### src/rtl/uart_tx_arbiter_if.sv
// Requester/transmitter handshake bundle for the UART TX arbiter.
// master = arbiter side, slave = requesters plus the shared transmitter.
interface uart_tx_arbiter_if #(
    parameter int NUM_REQ = 4
);
    logic [NUM_REQ-1:0]   REQ_VALID;
    logic [8*NUM_REQ-1:0] REQ_DATA;
    logic [NUM_REQ-1:0]   REQ_LAST;
    logic [NUM_REQ-1:0]   REQ_READY;
    logic                 TX_VALID;
    logic [7:0]           TX_DATA;
    logic                 TX_READY;
    logic [NUM_REQ-1:0]   GRANT;
    logic                 BUSY;

    modport master (
        input  REQ_VALID, REQ_DATA, REQ_LAST, TX_READY,
        output REQ_READY, TX_VALID, TX_DATA, GRANT, BUSY
    );

    modport slave (
        output REQ_VALID, REQ_DATA, REQ_LAST, TX_READY,
        input  REQ_READY, TX_VALID, TX_DATA, GRANT, BUSY
    );
endinterface

### src/rtl/uart_tx_arbiter.sv
// Round-robin arbiter sharing one UART transmitter among NUM_REQ byte streams.
// A grant lasts until packet end, a burst cap, or an idle timeout of the owner.
module uart_tx_arbiter #(
    parameter int NUM_REQ      = 4,
    parameter int MAX_BURST    = 16,
    parameter int IDLE_TIMEOUT = 1024
) (
    input  logic               CLK,
    input  logic               RESET,
    uart_tx_arbiter_if.master  bus
);
    localparam int unsigned NR = NUM_REQ;
    localparam int PW = $clog2(NUM_REQ);
    localparam int BW = $clog2(MAX_BURST + 1);
    localparam int TW = 12;

    typedef enum logic {
        S_IDLE,
        S_OWN
    } state_t;

    state_t             r_state;
    logic [NUM_REQ-1:0] r_grant;
    logic               r_busy;
    logic [PW-1:0]      r_owner;
    logic [PW-1:0]      r_rr_ptr;
    logic [BW-1:0]      r_burst;
    logic [TW-1:0]      r_quiet;

    logic               w_pick_found;
    logic [PW-1:0]      w_pick_idx;
    int unsigned        w_cand;
    logic               w_own_valid;
    logic               w_own_last;
    logic [7:0]         w_own_data;
    logic               w_beat;
    logic [BW-1:0]      w_burst_inc;
    logic [TW-1:0]      w_quiet_inc;
    logic               w_cap_hit;
    logic               w_timeout;
    logic               w_release;
    logic [PW-1:0]      w_next_ptr;

    // First valid requester at or above the round-robin pointer, wrapping.
    always_comb begin
        w_pick_found = 1'b0;
        w_pick_idx   = '0;
        w_cand       = 0;
        for (int unsigned k = 0; k < NR; k++) begin
            w_cand = (32'(r_rr_ptr) + k) % NR;
            if (!w_pick_found && bus.REQ_VALID[w_cand[PW-1:0]]) begin
                w_pick_found = 1'b1;
                w_pick_idx   = w_cand[PW-1:0];
            end
        end
    end

    // Owner's stream selected by the one-hot grant; all zero while unowned.
    always_comb begin
        w_own_valid = 1'b0;
        w_own_last  = 1'b0;
        w_own_data  = '0;
        for (int unsigned k = 0; k < NR; k++) begin
            if (r_grant[k]) begin
                w_own_valid = bus.REQ_VALID[k];
                w_own_last  = bus.REQ_LAST[k];
                w_own_data  = bus.REQ_DATA[8*k +: 8];
            end
        end
    end

    always_comb begin
        w_beat      = w_own_valid & bus.TX_READY;
        w_burst_inc = r_burst + 1'b1;
        w_quiet_inc = r_quiet + 1'b1;
        w_cap_hit   = (w_burst_inc == BW'(MAX_BURST));
        w_timeout   = !w_own_valid && (w_quiet_inc == TW'(IDLE_TIMEOUT));
        w_release   = (r_state == S_OWN) &&
                      ((w_beat && (w_own_last || w_cap_hit)) || w_timeout);
        w_next_ptr  = (r_owner == PW'(NR - 1)) ? '0 : r_owner + 1'b1;
    end

    always_ff @(posedge CLK) begin
        if (RESET) begin
            r_state  <= S_IDLE;
            r_grant  <= '0;
            r_busy   <= 1'b0;
            r_owner  <= '0;
            r_rr_ptr <= '0;
            r_burst  <= '0;
            r_quiet  <= '0;
        end else begin
            case (r_state)
                S_IDLE: begin
                    if (w_pick_found) begin
                        r_state <= S_OWN;
                        r_grant <= NUM_REQ'(1) << w_pick_idx;
                        r_busy  <= 1'b1;
                        r_owner <= w_pick_idx;
                        r_burst <= '0;
                        r_quiet <= '0;
                    end
                end
                S_OWN: begin
                    if (w_release) begin
                        // LAST and burst cap on the same beat still release once.
                        r_state  <= S_IDLE;
                        r_grant  <= '0;
                        r_busy   <= 1'b0;
                        r_rr_ptr <= w_next_ptr;
                        r_burst  <= '0;
                        r_quiet  <= '0;
                    end else begin
                        if (w_beat) begin
                            r_burst <= w_burst_inc;
                        end
                        r_quiet <= w_own_valid ? '0 : w_quiet_inc;
                    end
                end
                default: begin
                    r_state <= S_IDLE;
                    r_grant <= '0;
                    r_busy  <= 1'b0;
                end
            endcase
        end
    end

    assign bus.TX_VALID  = w_own_valid;
    assign bus.TX_DATA   = w_own_data;
    assign bus.REQ_READY = r_grant & {NUM_REQ{bus.TX_READY}};
    assign bus.GRANT     = r_grant;
    assign bus.BUSY      = r_busy;
endmodule

### src/flat_wrapper.sv
// flat-port wrapper written by rule: the top's interface ports become plain ports
module uart_tx_arbiter_flat 
#(
    parameter int NUM_REQ      = 4,
    parameter int MAX_BURST    = 16,
    parameter int IDLE_TIMEOUT = 1024
)
  (CLK, RESET, bus_REQ_VALID, bus_REQ_DATA, bus_REQ_LAST, bus_TX_READY, bus_REQ_READY, bus_TX_VALID, bus_TX_DATA, bus_GRANT, bus_BUSY);
  uart_tx_arbiter_if #(.NUM_REQ(NUM_REQ)) bus_i ();
  input  logic CLK;
  input  logic RESET;
  input wire logic [$bits(bus_i.REQ_VALID)-1:0] bus_REQ_VALID;
  input wire logic [$bits(bus_i.REQ_DATA)-1:0] bus_REQ_DATA;
  input wire logic [$bits(bus_i.REQ_LAST)-1:0] bus_REQ_LAST;
  input wire logic [$bits(bus_i.TX_READY)-1:0] bus_TX_READY;
  output wire logic [$bits(bus_i.REQ_READY)-1:0] bus_REQ_READY;
  output wire logic [$bits(bus_i.TX_VALID)-1:0] bus_TX_VALID;
  output wire logic [$bits(bus_i.TX_DATA)-1:0] bus_TX_DATA;
  output wire logic [$bits(bus_i.GRANT)-1:0] bus_GRANT;
  output wire logic [$bits(bus_i.BUSY)-1:0] bus_BUSY;
  assign bus_i.REQ_VALID = bus_REQ_VALID;
  assign bus_i.REQ_DATA = bus_REQ_DATA;
  assign bus_i.REQ_LAST = bus_REQ_LAST;
  assign bus_i.TX_READY = bus_TX_READY;
  assign bus_REQ_READY = bus_i.REQ_READY;
  assign bus_TX_VALID = bus_i.TX_VALID;
  assign bus_TX_DATA = bus_i.TX_DATA;
  assign bus_GRANT = bus_i.GRANT;
  assign bus_BUSY = bus_i.BUSY;
  uart_tx_arbiter #(.NUM_REQ(NUM_REQ), .MAX_BURST(MAX_BURST), .IDLE_TIMEOUT(IDLE_TIMEOUT)) u_core (.CLK(CLK), .RESET(RESET), .bus(bus_i));
endmodule
### config.mk
export PLATFORM = sky130hd
export DESIGN_NAME = uart_tx_arbiter_flat
export DESIGN_NICKNAME = d
export VERILOG_FILES = /design/src/rtl/uart_tx_arbiter_if.sv /design/src/rtl/uart_tx_arbiter.sv /design/src/flat_wrapper.sv
export SDC_FILE = /design/constraint.sdc
export NUM_CORES = 1
export LEC_CHECK = 0
export CAP_MARGIN = 20
export CORE_MARGIN = 5
export CORE_UTILIZATION = 49
export CTS_CLUSTER_SIZE = 28
export DETAILED_ROUTE_END_ITERATION = 10
export GPL_TIMING_DRIVEN = 0
export PLACE_DENSITY = 0.93
export SLEW_MARGIN = 5
export SYNTH_ARGS = -nofsm -noshare
export SYNTH_HDL_FRONTEND = slang
export SYNTH_SLANG_ARGS = --single-unit
export TNS_END_PERCENT = 50
### constraint.sdc
create_clock -name CLK -period 3.9 [get_ports CLK]
set_input_delay 0.78 -clock CLK [delete_from_list [all_inputs] [get_ports CLK]]
set_output_delay 0.78 -clock CLK [all_outputs]
set_load 0.1 [all_outputs]
==> reports/qor.csv <==
metric;value;unit
status;finished clean;
synth.avg_cell_area;7.50;um2
worstPathMaxFanout;10;
hold_start;u_core.bus.BUSY;
hold_violations;0;
setup_tns;0;ns
hold_class;reg2reg;
first_pass_iters;4;
clock-sinks;27;
drv_cap;0;
synth.top_cell.area_share;29.7;%
hpwl;4450;um
wirelength;5580;um
seq_area_frac_synth;29.7;%
critPathTopFamily;buffers and inverters;
die_y;71.0;um
cts-root-buf;clkbuf_8;
layout_setup_ws;0.112;ns
async_flop_share;0;%
netlist_instances;243;
cts_buffers;3;
grt-ovfl-total;0;
max_stage_delay;1.18;ns
track_usage;22.6;%
r2r-start;u_core.r_quiet[0];
dieArea;5040;um2
muxShareOfSynthArea;2.27;%
crit_required;3.12;ns
viasPerCell;5.92;
fin_crit_sh;97.1;%
final_util;69.7;%
grt_pass1_vias;2003;
die_w;71.0;um
clock_path_buffers;2;
synth_simple_gate_area_share;29.3;%
crit_chain;nor2b_1 > clkbuf_1 > a221o_1 > o21ai_0 > o21ai_0 > clkdlybuf4s50_1;
vdd_ir_drop_max;0.000224;V
ios;61;
max_clock_freq;264;MHz
synthMostInstantiatedCell;nand2_1;
synthAdderAreaFrac;2.06;%
synth_compound_area_share;30.2;%
antenna_found_initial;0;
core;3630;um2
slew_viol_final;0;
drtIter0Drc;101;
worstMarginPinSlew;0.989;ns
path_common_cell;o21ai_0;
cp_num_buf_inv;2;
path_class;reg2out;
synthesis.nets;289;
rsz0062_at_grt;false;
diodes;0;
finalCriticalPeriod;3.79;ns
drive_gt1_share;4.23;%
r2r_slack;1.40;ns
gp_congestion;0.896;
slowest_stage;clkdlybuf4s50_1;
finClkSkew;0.00393;ns
nNetsFinal;354;
synth_commonest_cells;nand2_1 (34), dfxtp_1 (27), nor2_1 (20);
grt_pass1_wl;9530;um
vias;2101;
crit_path_start_kind;flop;
routedWlPerCell;15.7;um
place_ws;0.0795;ns
ys_ff_latch;27;
syn_to_final_growth;38.9;%
clk_pin_slew;0.09;ns
syn_area;1820;um2
power.leakage;0.000898;uW
rows;22;
critPathCaptureType;output pin;
power_density;271;nW/um2
ys_types;48;
cts_tree;yes;
ys_warn_count;0;
crit_path_start;u_core.bus.GRANT[0];
synth_edf_count;0;
ys.flop_type;dfxtp_1;
maxSlewHeadroom;33.8;%
port_buffers;60;
grt_max_degree;16;
drc;0;
synth_xor_area_share;0.962;%
cp.arrival;3.01;ns
synth_top_family_by_area;compound AO/OA/AOI/OAI gates;
setup_viol;0;
start_util;50.1;%
synth_area_leaders;dfxtp_1 (30%), nand2_1 (7.0%), a221o_1 (4.9%), o21ai_0 (4.9%), nand3_1 (4.1%);
clk_latency;0.27;ns
yosys.area.top_type;dfxtp_1;
postRouteAntennaNets;0;
cts.htree.levels;1;
-- worst paths after layout --
check / endpoint / cells past startpoint
setup reg to reg: u_core.r_rr_ptr[0] / 7
hold reg to reg: u_core.bus.BUSY / 2
hold / removal: u_core.bus.BUSY / 2
setup / recovery: bus_TX_DATA[7] / 6
-- through the flow --
stage	std cells	hold WS [ns]	area, um2	total power, uW
6_report	355	0.500	2530	685
5_1_grt	355	0.542	2530	710
4_1_cts	355	0.506	2530	688
3_5_place_dp	351	0.490	2480	535
3_3_place_gp	351	0.484	2480	531
2_1_floorplan	243	0.479	1820	447
-- registers in the layout (all words and copies together) (netlist names) --
| register | flops |
|---|---|
| u_core.r_rr_ptr | 2 |
| u_core.r_owner | 2 |
| u_core.r_quiet | 12 |
| u_core.r_state | 1 |
| u_core.bus.GRANT | 4 |
| u_core.r_burst | 5 |
| u_core.bus.BUSY | 1 |
-- layout make-up --
class | count | area (um2)
clock inverter | 1 | 5.00
fill | 300 | 1100
tap | 48 | 60.1
multi-input combinational | 192 | 1180
sequential | 27 | 541
timing repair buffer | 60 | 603
buffer | 13 | 61.3
clock buffer | 3 | 41.3
inverter | 11 | 41.3
-- cells in the final DEF (no fill, tap or decap), types with 2 or more instances in the layout --
cell type,synthesis,final
and2_1,4,4
o21ai_1,1,5
a221o_1,9,9
xor2_1,2,2
nand3_1,15,15
and3b_1,2,2
o32ai_1,5,5
nor2b_1,5,5
a31oi_1,10,10
nand4_1,2,2
o31ai_1,2,2
a32oi_1,2,2
nand2b_1,5,5
mux2i_1,3,3
a221oi_1,2,2
o22ai_1,6,6
or4_1,3,3
dfxtp_1,27,27
clkbuf_1,10,10
nor4_1,3,3
o21ai_0,18,14
clkdlybuf4s50_1,0,59
nor3_1,5,5
nor2_1,20,20
clkbuf_8,0,3
ha_1,3,3
nand2_1,34,34
inv_1,11,11
nand3b_1,4,4
a21oi_1,10,10
-- worst reg2reg max path: stages (launching register included) --
cell and delay, ns:
dfxtp_1 0.39, ha_1 0.25, nand4_1 0.13, or4_1 0.52, a22oi_2 0.31, a32oi_1 0.19, nor2_1 0.24, mux2_2 0.36
-- logic make-up (layout without fill, tap and decap cells) --
kind of cell	count (synthesis)	after routing
AND/OR/NAND/NOR	107	107
XOR/XNOR	2	2
multiplexers	4	4
adder cells (fa/ha/maj)	3	3
AO/OA/AOI/OAI	76	76
buffers and inverters	24	88
flip-flops	27	27
-- power by group --
group	switching, uW	internal [uW]
Sequential	6.29	282
Combinational	155	86.6
Clock	84.0	71.5
Total	246	440
-- routing by layer --
| layer | up-vias | share of wire, % | GRT usage (%) | wire, um |
|---|---|---|---|---|
| li1 | 1041 | - | - | - |
| met1 | 956 | 43 | 29.1 | 2380 |
| met2 | 98 | 48 | 40.2 | 2670 |
| met3 | 6 | 8.8 | 3.55 | 489 |
| met4 | 0 | 0.70 | 3.97 | 39 |
| met5 | - | 0 | 0 | 0 |
-- repair_timing --
action / CTS / global route
setup endpoints to repair: 0 / 1
resized for setup: 0 / 1
hold buffers: 0 / 0
buffers inserted: 0 / 0
(Power assumes the default switching activity.)
